===== src/rtl/phy_tx_pkg.sv =====
// Shared constants and helpers for the phy_tx lane multiplexer slice.
package phy_tx_pkg;

  localparam int unsigned MODE_TDM     = 0;
  localparam int unsigned MODE_COMPACT = 1;

  localparam logic [7:0] IDLE_SYM_DEF = 8'hBC;

  // Lane index width; a 2-lane mux still needs one index bit.
  function automatic int unsigned lane_w(input int unsigned n);
    return (n <= 2) ? 1 : 32'($clog2(n));
  endfunction

endpackage


===== src/rtl/mux_tdm_nl_if.sv =====
// Lane-side and stream-side signals of the N:1 TDM lane mux.
interface mux_tdm_nl_if
  import phy_tx_pkg::*;
#(
  parameter int unsigned WIDTH = 8,
  parameter int unsigned LANES = 4
);
  localparam int unsigned LW = lane_w(LANES);

  logic [LANES*WIDTH-1:0] data_in;
  logic [LANES-1:0]       valid_in;
  logic                   align;
  logic [LANES-1:0]       ready;
  logic [WIDTH-1:0]       data_out;
  logic                   valid_out;
  logic [LW-1:0]          lane_out;
  logic                   sof;

  modport master (
    output data_in, valid_in, align,
    input  ready, data_out, valid_out, lane_out, sof
  );

  modport slave (
    input  data_in, valid_in, align,
    output ready, data_out, valid_out, lane_out, sof
  );
endinterface


===== src/rtl/rr_arbiter_nl.sv =====
// Round-robin arbiter: first requesting lane at or after ptr, searched cyclically.
module rr_arbiter_nl
  import phy_tx_pkg::*;
#(
  parameter int unsigned LANES = 4,
  localparam int unsigned LW   = lane_w(LANES)
) (
  input  logic [LANES-1:0] req,
  input  logic [LW-1:0]    ptr,
  output logic [LANES-1:0] grant,
  output logic [LW-1:0]    idx,
  output logic             any
);

  int unsigned j;

  always_comb begin
    grant = '0;
    idx   = '0;
    any   = 1'b0;
    j     = 0;
    for (int unsigned k = 0; k < LANES; k++) begin
      j = (32'(ptr) + k) % LANES;
      if (!any && req[j]) begin
        any      = 1'b1;
        idx      = LW'(j);
        grant[j] = 1'b1;
      end
    end
  end

endmodule


===== src/rtl/mux_tdm_nl.sv =====
// N-lane to 1 byte-stream multiplexer: fixed-slot TDM or compact round-robin,
// with a registered output stage and combinational per-lane ready.
module mux_tdm_nl
  import phy_tx_pkg::*;
#(
  parameter int unsigned      WIDTH    = 8,
  parameter int unsigned      LANES    = 4,
  parameter int unsigned      MODE     = MODE_TDM,
  parameter int unsigned      IDLE_EN  = 1,
  parameter logic [WIDTH-1:0] IDLE_SYM = WIDTH'(IDLE_SYM_DEF)
) (
  input  logic         clk_nf,
  input  logic         reset,
  mux_tdm_nl_if.slave  bus
);

  localparam int unsigned LW = lane_w(LANES);

  logic [LW-1:0]    sel_idx;
  logic             sel_valid;
  logic             upd_lane;
  logic [LANES-1:0] grant_vec;
  logic [WIDTH-1:0] lane_data;

  logic [WIDTH-1:0] data_q, data_d;
  logic             valid_q, valid_d;
  logic [LW-1:0]    lane_q, lane_d;
  logic             sof_q, sof_d;

  if (MODE == MODE_COMPACT) begin : g_compact
    logic [LW-1:0] rr_q, rr_d;
    logic [LANES-1:0] grant;
    logic [LW-1:0]    gidx;
    logic             any;

    rr_arbiter_nl #(.LANES(LANES)) u_arb (
      .req   (bus.valid_in),
      .ptr   (rr_q),
      .grant (grant),
      .idx   (gidx),
      .any   (any)
    );

    // Priority moves past the lane just served; align forces it back to lane 0.
    always_comb begin
      rr_d = rr_q;
      if (any) rr_d = (gidx == LW'(LANES - 1)) ? '0 : gidx + LW'(1);
      if (bus.align) rr_d = '0;
    end

    always_ff @(posedge clk_nf) begin
      if (reset) rr_q <= '0;
      else       rr_q <= rr_d;
    end

    assign sel_idx   = gidx;
    assign sel_valid = any;
    assign upd_lane  = any;
    assign grant_vec = grant;
  end else begin : g_tdm
    logic [LW-1:0] slot_q, slot_d;

    // Explicit wrap so non-power-of-two lane counts never visit unused slots.
    always_comb begin
      slot_d = (slot_q == LW'(LANES - 1)) ? '0 : slot_q + LW'(1);
      if (bus.align) slot_d = '0;
    end

    always_ff @(posedge clk_nf) begin
      if (reset) slot_q <= '0;
      else       slot_q <= slot_d;
    end

    assign sel_idx   = slot_q;
    assign sel_valid = bus.valid_in[slot_q];
    assign upd_lane  = 1'b1;
    assign grant_vec = LANES'(1) << slot_q;
  end

  assign lane_data = bus.data_in[32'(sel_idx) * WIDTH +: WIDTH];

  // Output stage next values: idle lanes either insert the idle symbol or hold.
  always_comb begin
    data_d  = data_q;
    valid_d = 1'b0;
    lane_d  = lane_q;
    sof_d   = sof_q;
    if (sel_valid) begin
      data_d  = lane_data;
      valid_d = 1'b1;
    end else if (IDLE_EN != 0) begin
      data_d  = IDLE_SYM;
    end
    if (upd_lane) begin
      lane_d = sel_idx;
      sof_d  = (sel_idx == '0);
    end
  end

  always_ff @(posedge clk_nf) begin
    if (reset) begin
      data_q  <= '0;
      valid_q <= 1'b0;
      lane_q  <= '0;
      sof_q   <= 1'b0;
    end else begin
      data_q  <= data_d;
      valid_q <= valid_d;
      lane_q  <= lane_d;
      sof_q   <= sof_d;
    end
  end

  assign bus.ready     = reset ? '0 : grant_vec;
  assign bus.data_out  = data_q;
  assign bus.valid_out = valid_q;
  assign bus.lane_out  = lane_q;
  assign bus.sof       = sof_q;

endmodule


===== src/flat_wrapper.sv =====
// flat-port wrapper written by rule: the top's interface ports become plain ports
module mux_tdm_nl_flat import phy_tx_pkg::*;
#(
  parameter int unsigned      WIDTH    = 8,
  parameter int unsigned      LANES    = 4,
  parameter int unsigned      MODE     = MODE_TDM,
  parameter int unsigned      IDLE_EN  = 1,
  parameter logic [WIDTH-1:0] IDLE_SYM = WIDTH'(IDLE_SYM_DEF)
)
  (clk_nf, reset, bus_data_in, bus_valid_in, bus_align, bus_ready, bus_data_out, bus_valid_out, bus_lane_out, bus_sof);
  mux_tdm_nl_if #(.WIDTH(WIDTH), .LANES(LANES)) bus_i ();
  input  logic clk_nf;
  input  logic reset;
  input wire logic [$bits(bus_i.data_in)-1:0] bus_data_in;
  input wire logic [$bits(bus_i.valid_in)-1:0] bus_valid_in;
  input wire logic [$bits(bus_i.align)-1:0] bus_align;
  output wire logic [$bits(bus_i.ready)-1:0] bus_ready;
  output wire logic [$bits(bus_i.data_out)-1:0] bus_data_out;
  output wire logic [$bits(bus_i.valid_out)-1:0] bus_valid_out;
  output wire logic [$bits(bus_i.lane_out)-1:0] bus_lane_out;
  output wire logic [$bits(bus_i.sof)-1:0] bus_sof;
  assign bus_i.data_in = bus_data_in;
  assign bus_i.valid_in = bus_valid_in;
  assign bus_i.align = bus_align;
  assign bus_ready = bus_i.ready;
  assign bus_data_out = bus_i.data_out;
  assign bus_valid_out = bus_i.valid_out;
  assign bus_lane_out = bus_i.lane_out;
  assign bus_sof = bus_i.sof;
  mux_tdm_nl #(.WIDTH(WIDTH), .LANES(LANES), .MODE(MODE), .IDLE_EN(IDLE_EN), .IDLE_SYM(IDLE_SYM)) u_core (.clk_nf(clk_nf), .reset(reset), .bus(bus_i));
endmodule

===== config.mk =====
export PLATFORM = sky130hd
export DESIGN_NAME = mux_tdm_nl_flat
export DESIGN_NICKNAME = d
export VERILOG_FILES = /design/src/rtl/phy_tx_pkg.sv /design/src/rtl/mux_tdm_nl_if.sv /design/src/rtl/rr_arbiter_nl.sv /design/src/rtl/mux_tdm_nl.sv /design/src/flat_wrapper.sv
export SDC_FILE = /design/constraint.sdc
export NUM_CORES = 1
export LEC_CHECK = 0
export ABC_AREA = 1
export CAP_MARGIN = 40
export CELL_PAD_IN_SITES_DETAIL_PLACEMENT = 1
export CELL_PAD_IN_SITES_GLOBAL_PLACEMENT = 1
export CORE_MARGIN = 5
export CORE_UTILIZATION = 24
export DETAILED_ROUTE_END_ITERATION = 6
export GPL_ROUTABILITY_DRIVEN = 0
export PLACE_DENSITY = 0.93
export SLEW_MARGIN = 40
export SYNTH_ARGS = -nofsm -noshare
export SYNTH_HDL_FRONTEND = slang
export SYNTH_SLANG_ARGS = --single-unit

===== constraint.sdc =====
create_clock -name clk_nf -period 2.15 [get_ports clk_nf]
set_input_delay 0.43 -clock clk_nf [delete_from_list [all_inputs] [get_ports clk_nf]]
set_output_delay 0.43 -clock clk_nf [all_outputs]
set_load 0.01 [all_outputs]

Word level (Yosys, flattened, before mapping)
Index checks and enable logic that the tools add are counted.
- add/sub/neg operators: 1
- bitwise logic cells: 1
- mux-type cells: 5
- shift-type cells: 2
- order comparisons: 1
- reduce and logical (&&, ||, !) cells: 3
- equality and inequality tests: 1
- operators by type and width (operator ; count):
    $shiftx 32x6->8 ; 1
    $mux 8 ; 1
    $mux 4 ; 1
    $shl 1x2->4 const A ; 1
    $lt 2x3->1 const B ; 1
    $reduce_or 3->1 ; 1
    $add 2x1->2 const B ; 1
    $bmux 1 s2 ; 1
    $eq 2x2->1 const B ; 1
    $logic_not 2->1 ; 1
    $mux 1 ; 2
    $reduce_or 2->1 ; 1
    $not 1->1 ; 1
- input bits: 39
- flip-flop bits (word level): 14
- word-level logic and storage cells: 20
- output and inout bits: 16

Logic depth before layout (Yosys ltp)
- word-level depth: 4
- gate-level depth with buffers: 8
- depth with buffers taken out: 7

Worst setup path before layout
OpenSTA, ideal clock, no wires.
- kind: register to output
- start point: register u_core.g_tdm.slot_q[1]
- end point: output bus_ready[0]
- cell stages (with the launch flop): 6
- path slack: 0.775 ns
- arrival: 0.945 ns
- data required time: 1.720 ns
- path buffers: 1
- cells stage by stage: dfxtp_1 -> inv_1 -> buf_2 -> ha_1 -> inv_1 -> nor2_1
- cells in the longest elaborated chain, start to end: 2
- RTL lines (element ; RTL line ; text):
    from (decl) ; mux_tdm_nl.sv:61 ; logic [LW-1:0] slot_q, slot_d;
    from (signal assigned) ; mux_tdm_nl.sv:71 ; else slot_q <= slot_d;
    $shl 1x2->4 ; mux_tdm_nl.sv:77 ; assign grant_vec = LANES'(1) << slot_q;
    $mux 4 ; mux_tdm_nl.sv:114 ; assign bus.ready = reset ? '0 : grant_vec;
    to (decl) ; flat_wrapper.sv:17 ; output wire logic [$bits(bus_i.ready)-1:0] bus_ready;
Every way passes these cells.

Worst setup path after layout
- start point: input reset
- end point: output bus_ready[1]
- cells in the longest elaborated chain, start to end: 1
- RTL lines (element ; RTL line ; text):
    from (decl) ; flat_wrapper.sv:13 ; input logic reset;
    $mux 4 ; mux_tdm_nl.sv:114 ;
Every way passes these cells.

==> impl_metrics.toml <==
[worst_setup_path]
r2r.worst_path.cells = 7
crit_path_start_kind = "input pin"
critPathMaxFanout = 6
r2r_setup_slack_ps = 870
crit_path_cell_trace = "clkdlybuf4s50_1, nor2_1, clkdlybuf4s50_1"
critical_path.reg2reg.startpoint = "u_core.g_tdm.slot_q[0]$_SDFF_PP0_"
setup.worst_path.end_class = "primary output"
critical_path_required_ps = 1720
critPathMaxStageDelay_ps = 550
timing.critical_path.mode_cell = "clkdlybuf4s50_1"
timing.critical_path.arrival_ps = 1650
worstReg2RegEnd = "u_core.bus.data_out[2]$_SDFF_PP0_"
criticalPathCategory = "in2out"
crit_slowest_cell = "clkdlybuf4s50_1"

[floorplanning]
design.core.area_um2 = 3340
die_area_um2 = 4740
floorplan.initialDensity_pct = 24.9
dieWidth_um = 68.8
core.rowCount = 21
chipHeight_um = 68.8
boundaryPins = 55

[finish]
antenna-diode-count = 0
finish.net_count = 234
register_area_um2 = 282
synthToLayoutAreaGrowth_pct = 75.8
n_fill_cell = 451
layout-drive-gt1-share_pct = 8.95
multi_input_gate_area_in_the_final_layout_um2 = 447

[power]
switching_power_mw = 0.189
static_power_due_to_leakage_nw = 0.694
sw_frac_of_total_pct = 27.1
irDropWorstVdd_v = 0.000154
cellPowerDensity_nw_per_um2 = 478
pwr-share-clk_pct = 28.1
p_int_mw = 0.509
seq_power_share_pct = 40.9
pwr-share-comb_pct = 31.0

[timing]
tightestPinTransition_ps = 224
finalHoldViolCount = 0
max_freq_ghz = 0.482
fin_worst_skew_ps = 4.62
layout_worst_path_cycle_share_pct = 96.6
rsz0062_at_grt = "false"
final_critical_path_setup_slack_ps = 73.6
setup_violations = 0
final-max-slew-violation-count = 0
worst_slew_margin_rel_pct = 85.0
final.setup.tns_ps = 0
min_cycle_time_layout_ps = 2080

[global_routing]
grt_overflow = 0
initial_antenna_violation_count = 0
first_global_vias = 1018
grt_max_degree = 21
grt_pass1_wl_mm = 4.49
total_routing_usage_gr_pct = 13.1

[detailed_routing]
vias = 980
post_route_drc_violation_count = 0
drt_pre_antenna_iters = 4
maxUsedRoutingLayer = "met4"
wl_met1_mm = 1.14
wire_per_inst_um = 12.2
post_drt_via_cell_ratio = 4.15
drt_iter0_markers = 47
wirelength_mm = 2.88
ant_nets = 0
dr_wl_met2_mm = 1.31
detailroute.wirelength.met3_um = 402

[yosys]
ys.warnings.count = 0
yosys_register_bits = 14
postSynthAreaPerCell_um2 = 6.25
netlist_area_um2 = 831
synth_top_cell_by_area = "dfxtp_1"
synth_seq_area_share_pct = 33.7
post_synth_inst_count = 133
total_nets_after_synthesis = 176
post_synth_num_cell_types = 14
yosys.area.top_type_share_pct = 33.7
synthTopCellsByArea = "dfxtp_1 34%, nand2_1 27%, nand3_1 6.6%"

[placement]
port_buffers = 54
place_worst_setup_slack_ps = 37.9
hpwl_mm = 2.31

[clock_network]
cts_buffer_depth = 2
cts-hold-fix-buffers = 0
cts_buffers = 3
clkTransAtPathRegs_ps = 90
cts.htree.levels = 1
clock_sink_count = 14
root_buffer = "clkbuf_4"
cts_tree = "done"
cts_post_setup_buffers_inserted = 0
clock_latency_ps = 290

[min_path]
holdPathEnd = "u_core.bus.data_out[0]$_SDFF_PP0_"
worst_hold_startpoint = "u_core.g_tdm.slot_q[1]$_SDFF_PP0_"
timing.hold.worst_path_depth = 4
holdCritPathClass = "reg2reg"

[run]
max_cap_viol_count = 0

[status]
outcome = "completed"
==> sequential cells by signal, indices dropped and copies added (netlist names) <==
signal and flops:
u_core.bus.lane_out 2, u_core.bus.data_out 8, u_core.g_tdm.slot_q 2, u_core.bus.valid_out 1, u_core.bus.sof 1
==> what timing repair did <==
item | in CTS | in global routing
hold endpoints to repair | 0 | 0
gates resized for setup | 1 | 0
endpoints found under the setup margin | 4 | 0
==> critical path: cells and delay by family <==
kind,cells,cell delay (ps)
buffers and inverters,2,1060
AND/OR/NAND/NOR,1,150
==> layer usage <==
metal  vias up  GRT usage (%)
met3         4           5.02
met1       415           13.3
met5         -              0
met2        46           23.5
met4         0           5.84
li1        515              -
==> Yosys cell counts <==
library cell	number
nor2_1	13
nand2_2	2
clkbuf_1	1
buf_4	2
buf_2	2
nand3_2	3
inv_2	1
inv_1	13
ha_1	4
nand3_1	11
a21oi_1	5
dfxtp_1	14
buf_6	2
nand2_1	60
==> kinds of logic after synthesis <==
group	count (synthesis)	synth area share, %
adder cells (fa/ha/maj)	4	6.02
flip-flops	14	33.7
AND/OR/NAND/NOR	89	44.7
AO/OA/AOI/OAI	5	3.01
buffers and inverters	21	12.5
==> cell type report <==
type | count | share of cell area, %
repair buffers | 60 | 40.1
flip-flops and latches | 14 | 19.3
well taps | 46 | 3.94
clock buffers | 4 | 2.49
multi-input cells | 98 | 30.6
inverters | 14 | 3.60
==> how the worst max path moves through the flow <==
stage	from	to	slack, ps	cells past startpoint
final	reset	bus_ready[1]	70	3
after detailed placement	reset	bus_ready[1]	40	3
after global routing	u_core.g_tdm.slot_q[1]$_SDFF_PP0_	bus_ready[3]	9	4
after CTS	reset	bus_ready[1]	40	3
after floorplan	u_core.g_tdm.slot_q[1]$_SDFF_PP0_	bus_ready[0]	770	5
after global placement	reset	bus_ready[2]	60	3
==> power groups by stage <==
stage | clock [mW] | sequential (mW) | combinational (mW)
after detailed placement | 0 | 0.292 | 0.219
final | 0.196 | 0.286 | 0.217
after floorplan | 0 | 0.299 | 0.0839
after global placement | 0 | 0.291 | 0.214
after global routing | 0.221 | 0.288 | 0.242
after CTS | 0.204 | 0.286 | 0.220
==> layout by cell type, fill, tap and decap left out, drive strengths merged <==
cell type,netlist,routed
clkdlybuf4s50,0,54
ha,4,4
nand2,62,62
dfxtp,14,14
buf,6,6
clkbuf,1,4
a21oi,5,5
nor2,13,13
inv,14,14
nand3,14,14
==> stage by stage <==
step                utilization (%)  hold slack [ps]  cell area [um2]  total power, mW  instances
detailed placement             42.6              675             1420            0.511        232
global route                   43.8              655             1460            0.751        236
finish                         43.8              610             1460            0.698        236
CTS                            43.8              619             1460            0.710        236
floorplan                         -              499              831            0.383        133
global placement               42.6              651             1420            0.506        232
No activity file was read; power rests on OpenSTA's default activity.
